`config.mk`:
```
export PLATFORM = sky130hd
export DESIGN_NAME = fpu_fcsr
export DESIGN_NICKNAME = d
export VERILOG_FILES = /design/src/rtl/fpu_fcsr_pkg.sv /design/src/rtl/fpu_flag_pipe.sv /design/src/rtl/fpu_fcsr.sv
export SDC_FILE = /design/constraint.sdc
export NUM_CORES = 1
export LEC_CHECK = 0
export ABC_AREA = 1
export BUFFER_PORTS_ARGS = -buffer_cell sky130_fd_sc_hd__buf_2
export CORE_ASPECT_RATIO = 1.25
export CORE_MARGIN = 3
export CORE_UTILIZATION = 40
export CTS_CLUSTER_DIAMETER = 30
export DETAILED_ROUTE_END_ITERATION = 12
export GPL_TIMING_DRIVEN = 0
export PLACE_DENSITY = 0.78
export REMOVE_ABC_BUFFERS = 1
export SLEW_MARGIN = 20
export SYNTH_ARGS = -nofsm -noshare
export SYNTH_HDL_FRONTEND = slang
export SYNTH_SLANG_ARGS = --single-unit
```
`constraint.sdc`:
```
create_clock -name clk_i -period 1.1 [get_ports clk_i]
set_input_delay 0.33 -clock clk_i [delete_from_list [all_inputs] [get_ports clk_i]]
set_output_delay 0.33 -clock clk_i [all_outputs]
set_load 0.05 [all_outputs]
```
`src/rtl/fpu_fcsr_pkg.sv`:
```
// Shared types and constants for the floating-point control/status register block.
package fpu_fcsr_pkg;

  localparam int unsigned CSR_ADDR_W  = 12;
  localparam int unsigned CSR_DATA_W  = 32;
  localparam int unsigned FFLAGS_W    = 5;
  localparam int unsigned FRM_W       = 3;
  localparam int unsigned FCSR_W      = FFLAGS_W + FRM_W;

  localparam logic [CSR_ADDR_W-1:0] CSR_ADDR_FFLAGS = 12'h001;
  localparam logic [CSR_ADDR_W-1:0] CSR_ADDR_FRM    = 12'h002;
  localparam logic [CSR_ADDR_W-1:0] CSR_ADDR_FCSR   = 12'h003;

  typedef enum logic [1:0] {
    CSR_READ  = 2'd0,
    CSR_WRITE = 2'd1,
    CSR_SET   = 2'd2,
    CSR_CLEAR = 2'd3
  } csr_op_e;

  typedef enum logic [FRM_W-1:0] {
    FRM_RNE = 3'd0,
    FRM_RTZ = 3'd1,
    FRM_RDN = 3'd2,
    FRM_RUP = 3'd3,
    FRM_RMM = 3'd4
  } frm_e;

  typedef struct packed {
    logic nv;
    logic dz;
    logic of;
    logic uf;
    logic nx;
  } fflags_t;

  // Encodings above RMM are reserved and must not reach the rounding stage.
  function automatic logic frm_is_illegal(input logic [FRM_W-1:0] frm);
    return frm > FRM_W'(FRM_RMM);
  endfunction

endpackage

```
`src/rtl/fpu_flag_pipe.sv`:
```
// Pending-flag delay line: holds captured exception flags for DEPTH cycles so
// a speculative op can still be killed before its flags become sticky.
module fpu_flag_pipe
  import fpu_fcsr_pkg::*;
#(
  parameter int unsigned DEPTH = 1
) (
  input  logic    clk_i,
  input  logic    rst_ni,
  input  logic    capture_i,
  input  fflags_t flags_i,
  input  logic    kill_i,
  output logic    commit_c,
  output fflags_t commit_flags_c,
  output logic    pending_c
);

  logic [DEPTH-1:0]    valid_q;
  fflags_t [DEPTH-1:0] flags_q;

  // Kill drops every stage including the one being loaded this cycle.
  always_ff @(posedge clk_i or negedge rst_ni) begin
    if (!rst_ni) begin
      valid_q <= '0;
      flags_q <= '0;
    end else begin
      valid_q[0] <= capture_i & ~kill_i;
      if (capture_i) begin
        flags_q[0] <= flags_i;
      end
      for (int i = 1; i < int'(DEPTH); i++) begin
        valid_q[i] <= valid_q[i-1] & ~kill_i;
        flags_q[i] <= flags_q[i-1];
      end
    end
  end

  assign commit_c       = valid_q[DEPTH-1] & ~kill_i;
  assign commit_flags_c = flags_q[DEPTH-1];
  assign pending_c      = |valid_q;

endmodule

```
`src/rtl/fpu_fcsr.sv`:
```
// Floating-point CSR: sticky exception flags, dynamic rounding mode and the
// CSR access handshake that drains in-flight flags before each access.
module fpu_fcsr
  import fpu_fcsr_pkg::*;
#(
  parameter int unsigned             FLAG_PIPE   = 1,
  parameter logic [CSR_ADDR_W-1:0]   ADDR_FFLAGS = CSR_ADDR_FFLAGS,
  parameter logic [CSR_ADDR_W-1:0]   ADDR_FRM    = CSR_ADDR_FRM,
  parameter logic [CSR_ADDR_W-1:0]   ADDR_FCSR   = CSR_ADDR_FCSR
) (
  input  logic                  clk_i,
  input  logic                  rst_ni,
  input  logic                  flag_valid_i,
  output logic                  flag_ready_o,
  input  logic                  invalid_i,
  input  logic                  div_zero_i,
  input  logic                  overflow_i,
  input  logic                  underflow_i,
  input  logic                  inexact_i,
  input  logic                  flag_kill_i,
  input  logic                  csr_req_i,
  input  logic [CSR_ADDR_W-1:0] csr_addr_i,
  input  logic [1:0]            csr_op_i,
  input  logic [CSR_DATA_W-1:0] csr_wdata_i,
  output logic [CSR_DATA_W-1:0] csr_rdata_o,
  output logic                  csr_ack_o,
  output logic                  csr_err_o,
  output logic [FFLAGS_W-1:0]   fflags_o,
  output logic [FRM_W-1:0]      frm_o,
  output logic                  frm_illegal_o
);

  typedef enum logic [1:0] {
    S_IDLE  = 2'd0,
    S_DRAIN = 2'd1,
    S_EXEC  = 2'd2,
    S_RESP  = 2'd3
  } state_e;

  state_e              state_q, state_d;
  fflags_t             fflags_q;
  logic [FRM_W-1:0]    frm_q;
  logic                frm_illegal_q;
  logic                ready_q;
  logic                ack_q;
  logic                err_q;
  logic [CSR_DATA_W-1:0] rdata_q;

  logic                capture_c;
  fflags_t             cap_flags_c;
  logic                commit_c;
  fflags_t             commit_flags_c;
  logic                pending_c;

  logic                hit_fflags_c, hit_frm_c, hit_fcsr_c, addr_err_c;
  logic [FCSR_W-1:0]   old_c, operand_c, new_c;
  logic                exec_c, wr_fflags_c, wr_frm_c;
  logic [FRM_W-1:0]    frm_new_c;
  logic                unused_wdata_c;

  assign capture_c   = flag_valid_i & ready_q;
  assign cap_flags_c = '{nv: invalid_i, dz: div_zero_i, of: overflow_i,
                         uf: underflow_i, nx: inexact_i};

  fpu_flag_pipe #(
    .DEPTH (FLAG_PIPE)
  ) u_flag_pipe (
    .clk_i          (clk_i),
    .rst_ni         (rst_ni),
    .capture_i      (capture_c),
    .flags_i        (cap_flags_c),
    .kill_i         (flag_kill_i),
    .commit_c       (commit_c),
    .commit_flags_c (commit_flags_c),
    .pending_c      (pending_c)
  );

  // Access sequencing; a same-cycle capture also counts as in flight.
  always_comb begin
    state_d = state_q;
    unique case (state_q)
      S_IDLE: begin
        if (csr_req_i) begin
          state_d = (pending_c || capture_c) ? S_DRAIN : S_EXEC;
        end
      end
      S_DRAIN: begin
        if (!pending_c) begin
          state_d = S_EXEC;
        end
      end
      S_EXEC:  state_d = S_RESP;
      S_RESP:  state_d = S_IDLE;
      default: state_d = S_IDLE;
    endcase
  end

  always_ff @(posedge clk_i or negedge rst_ni) begin
    if (!rst_ni) begin
      state_q <= S_IDLE;
    end else begin
      state_q <= state_d;
    end
  end

  // Read-modify-write datapath, only the low FCSR_W bits carry state.
  always_comb begin
    hit_fflags_c = (csr_addr_i == ADDR_FFLAGS);
    hit_frm_c    = (csr_addr_i == ADDR_FRM);
    hit_fcsr_c   = (csr_addr_i == ADDR_FCSR);
    addr_err_c   = ~(hit_fflags_c | hit_frm_c | hit_fcsr_c);
    operand_c    = csr_wdata_i[FCSR_W-1:0];
    old_c        = '0;
    if (hit_fflags_c) begin
      old_c = FCSR_W'(fflags_q);
    end else if (hit_frm_c) begin
      old_c = FCSR_W'(frm_q);
    end else if (hit_fcsr_c) begin
      old_c = {frm_q, fflags_q};
    end
    unique case (csr_op_e'(csr_op_i))
      CSR_WRITE: new_c = operand_c;
      CSR_SET:   new_c = old_c | operand_c;
      CSR_CLEAR: new_c = old_c & ~operand_c;
      default:   new_c = old_c;
    endcase
    exec_c      = (state_q == S_EXEC);
    wr_fflags_c = exec_c & (hit_fflags_c | hit_fcsr_c);
    wr_frm_c    = exec_c & (hit_frm_c | hit_fcsr_c);
    frm_new_c   = hit_fcsr_c ? new_c[FCSR_W-1:FFLAGS_W] : new_c[FRM_W-1:0];
  end

  assign unused_wdata_c = ^csr_wdata_i[CSR_DATA_W-1:FCSR_W];

  always_ff @(posedge clk_i or negedge rst_ni) begin
    if (!rst_ni) begin
      fflags_q      <= '0;
      frm_q         <= FRM_W'(FRM_RNE);
      frm_illegal_q <= 1'b0;
    end else begin
      if (wr_fflags_c) begin
        fflags_q <= fflags_t'(new_c[FFLAGS_W-1:0]);
      end else if (commit_c) begin
        fflags_q <= fflags_q | commit_flags_c;
      end
      if (wr_frm_c) begin
        frm_q         <= frm_new_c;
        frm_illegal_q <= frm_is_illegal(frm_new_c);
      end
    end
  end

  // Response and flag-ready registers.
  always_ff @(posedge clk_i or negedge rst_ni) begin
    if (!rst_ni) begin
      ready_q <= 1'b1;
      ack_q   <= 1'b0;
      err_q   <= 1'b0;
      rdata_q <= '0;
    end else begin
      ready_q <= (state_d == S_IDLE);
      ack_q   <= exec_c;
      err_q   <= exec_c & addr_err_c;
      if (exec_c) begin
        rdata_q <= addr_err_c ? '0 : CSR_DATA_W'(old_c);
      end
    end
  end

  assign flag_ready_o  = ready_q;
  assign csr_ack_o     = ack_q;
  assign csr_err_o     = err_q;
  assign csr_rdata_o   = rdata_q;
  assign fflags_o      = fflags_q;
  assign frm_o         = frm_q;
  assign frm_illegal_o = frm_illegal_q;

endmodule
```
==> results.md <==
* Clock root cell: clkbuf_8
* CTS buffer count at 3
* Worst VDD drop at 1476 uV
* Tcrit/Tclk final at 1.215
* Die area at 5149 um^2
* Critical path capture point type: output pin
* Top post-synthesis cells by area: dfrtp_1, buf_4, nand2_1, nand3_1, inv_1
* R2r setup slk at -0.20 ns
* Pwr dens at 1855 nW/um^2
* Final-report hold violation count at 0
* Max-slew violation count at 0
* Avg Cell Area, Syn at 8.267 um^2
* Initial antenna violation count at 0
* DR vias/cell at 5.065
* H-tree depth at 1
* ANT cells at 0
* Seq/Total Area, Yosys at 0.4062
* Internal Pwr Total at 3.036 mW
* Ys Warns at 0
* Hold Path Class: input port to async pin
* Setup CP Type: flop to output pin
* Post-route ant nets at 0
* # hold bufs at CTS at 0
* Final WS setup at -0.2365 ns
* Logic pwr share at 0.550
* Reg2reg end: fflags_o[0]$_DFFE_PN0P_
* Required time of the critical path at 0.77 ns
* Drt first pass iters at 4
* Post-DP HPWL at 3.054 mm
* Yosys top cell area share at 0.3910
* DRT iter0 DRCs at 77
* Starting Density at 0.4182
* Crit path buffers/inverters at 1
* Worst-path fanout max at 2
* Dominant cell type by area after synthesis: dfrtp_1
* Via count at 1,803
* Clock power frac at 0.157
* Cell Rows at 26
* Die height at 79.49 um
* Mapped cell area at 1728 um^2
* Clock tree buffer depth at 2
* FMAX at 0.7482 GHz
* WP data arrival at 1.01 ns
* Flop pwr share at 0.293
* CTS tree: done
* Ys async rst share at 1.000
* Clock net sink count at 28
* Reg2Reg Depth at 8
* Post-route insts no fill at 356
* Sw Share at 0.4223
* Gr usage total at 0.1822
* #FFs+latches synth at 28
* DRC Markers at 0
* Worst path slowest cell: dfstp_2
* Max-Cap Viols at 0
* Pin count of the biggest net entering global routing at 29
* EDFF count, synth at 0
* WL final at 5.502 mm
* R2r startpoint: state_q[1]$_DFF_PN0_
* CP top delay family: flip-flops
* Outcome: complete, but fails checks
* Total gr overflow at 0
* Sw power at 2.220 mW
* CP peak stage delay at 0.57 ns
* Startpoint class of the critical path: flop
* Top FF cell, synth: dfrtp_1
* Worst-margin pin slew at 0.6318 ns
* Input/output buffers at 51
* Worst path cell trace: buf_8
* Vias in the first global route at 1,732
* Worst slew margin at 0.5788
* Post-placement cell count at 314
* Failing checks: negative setup slack
* Final setup fails at 46
* Clk pin slew, worst setup/hold paths at 0.10 ns
* Mapped Cells at 209
* Nets at 357
* Final GP Congestion at 0.8509
* Synth unique cells at 29
* Die X at 64.79 um
* Layout cells sized above 1 at 0.5667
* Core ar. at 4131 um^2
* Layout area overhead at 63.94%
* First-pass GRT wire length at 7.431 mm
* Fin crit period at 1.337 ns
* Unrepaired setup endpoints after global routing: yes
* Clock latency at the later pin of the worst-skew pair at 0.28 ns
* WL/cell at 15.46 um
* Setup TNS at -5.271 ns
* I/O Pins at 100
* Worst Skew at 0.0009662 ns
* Leakage at 1.452 nW
* Final design utilization at 0.6856
[how the worst max path moves through the flow]
stage	cells after the start	from	slack (ns)	end
2_1_floorplan	10	frm_o[1]$_DFFE_PN0P_	-0.32	frm_illegal_o$_DFFE_PN0P_
3_3_place_gp	9	csr_addr_i[3]	-0.53	fflags_o[3]$_DFFE_PN0P_
3_5_place_dp	9	csr_addr_i[3]	-0.55	fflags_o[2]$_DFFE_PN0P_
4_1_cts	1	flag_ready_o$_DFF_PN1_	-0.21	flag_ready_o
5_1_grt	12	csr_addr_i[10]	-0.29	frm_illegal_o$_DFFE_PN0P_
6_report	1	flag_ready_o$_DFF_PN1_	-0.24	flag_ready_o
[Yosys cell counts (2+ instances only)]
| library cell | number |
|---|---|
| nor2_1 | 13 |
| a21oi_1 | 7 |
| o31ai_1 | 2 |
| nand2_2 | 5 |
| o21ai_0 | 7 |
| nand2_4 | 2 |
| nor2_8 | 2 |
| o211ai_1 | 4 |
| inv_2 | 6 |
| nor2_2 | 8 |
| a22o_1 | 3 |
| o21ai_1 | 2 |
| o22ai_1 | 3 |
| dfrtp_1 | 27 |
| nand2_1 | 45 |
| nand4_1 | 2 |
| buf_4 | 24 |
| inv_1 | 15 |
| nand3_1 | 18 |
| mux2_2 | 5 |
[layer usage]
layer  GRT usage  wire length (um)  share of wire  vias to the layer above
li1            -                 -              -                      821
met1      0.2032              1891           0.34                      850
met2      0.3306              2907           0.53                      104
met3     0.03521               410          0.075                       28
met4     0.08034               292          0.053                        0
met5           0                 0              0                        -
[cell families after synthesis]
kind of cell | count (synthesis) | synth area share
buf+inv | 46 | 0.1521
compound gates | 32 | 0.1260
mux | 5 | 0.03258
simple gates | 97 | 0.2810
flops | 28 | 0.4062
other cells | 1 | 0.002170
[power groups by stage]
stage / Sequential (mW) / Combinational, mW / Clock (mW)
6_report: 1.54 / 2.89 / 0.825
5_1_grt: 1.57 / 3.02 / 0.885
4_1_cts: 1.52 / 2.19 / 0.823
3_5_place_dp: 1.53 / 1.59 / 0
3_3_place_gp: 1.52 / 1.56 / 0
2_1_floorplan: 1.99 / 0.740 / 0
[cell usage in the layout (no fill, tap or decap), types with 2 or more instances in the layout]
cell type and instances:
o211ai_1 4, a21oi_1 4, nor2_2 3, inv_1 10
nor2_4 12, nand2_4 9, buf_2 25, o21ai_2 2
a22o_1 3, inv_4 2, conb_1 24, buf_6 31
mux2_2 4, nand2_8 2, dfrtp_1 27, o22ai_1 2
inv_2 8, nor2_8 2, a21oi_2 2, clkbuf_8 3
nand4_1 2, o21ai_1 2, nand2_2 11, buf_4 28
o21ai_0 5, nand3_1 8, nor2_1 8, buf_8 2
nand2_1 30, nand3_2 10, a21oi_4 2
[final cells by class]
| class | count | area (um^2) |
|---|---|---|
| well taps | 56 | 70.07 |
| clock inverters | 1 | 30.03 |
| inverters | 21 | 88.84 |
| multi-input cells | 159 | 1141 |
| fillers | 310 | 1299 |
| flip-flops and latches | 28 | 701.9 |
| clock buffers | 3 | 41.29 |
| repair buffers | 88 | 759.5 |
[registers in the layout, summed over array words and instances (netlist names)]
signal                      cells
state_q                         2
csr_ack_o                       1
csr_rdata_o                     8
fflags_o                        5
u_flag_pipe.commit_flags_c      5
u_flag_pipe.pending_c           1
frm_illegal_o                   1
flag_ready_o                    1
frm_o                           3
csr_err_o                       1
[stage by stage]
stage	instance area, um^2	setup WS [ns]	power, mW	hold WS (ns)
after floorplan	1630	-0.3240	2.734	0.03441
after global placement	1956	-0.5296	3.084	0.3805
after detailed placement	1956	-0.5461	3.122	0.3862
after CTS	2535	-0.2077	4.540	0.08254
after global routing	2833	-0.2906	5.475	0.09392
final	2833	-0.2365	5.256	0.05218
[what timing repair did]
| item | 4_1_cts | 5_1_grt |
|---|---|---|
| pin swaps | 17 | 17 |
| cloned | 1 | 1 |
| resized for setup | 89 | 42 |
| buffers inserted | 23 | 14 |
| setup endpoints to repair | 45 | 44 |
(Power assumes the default switching activity.)
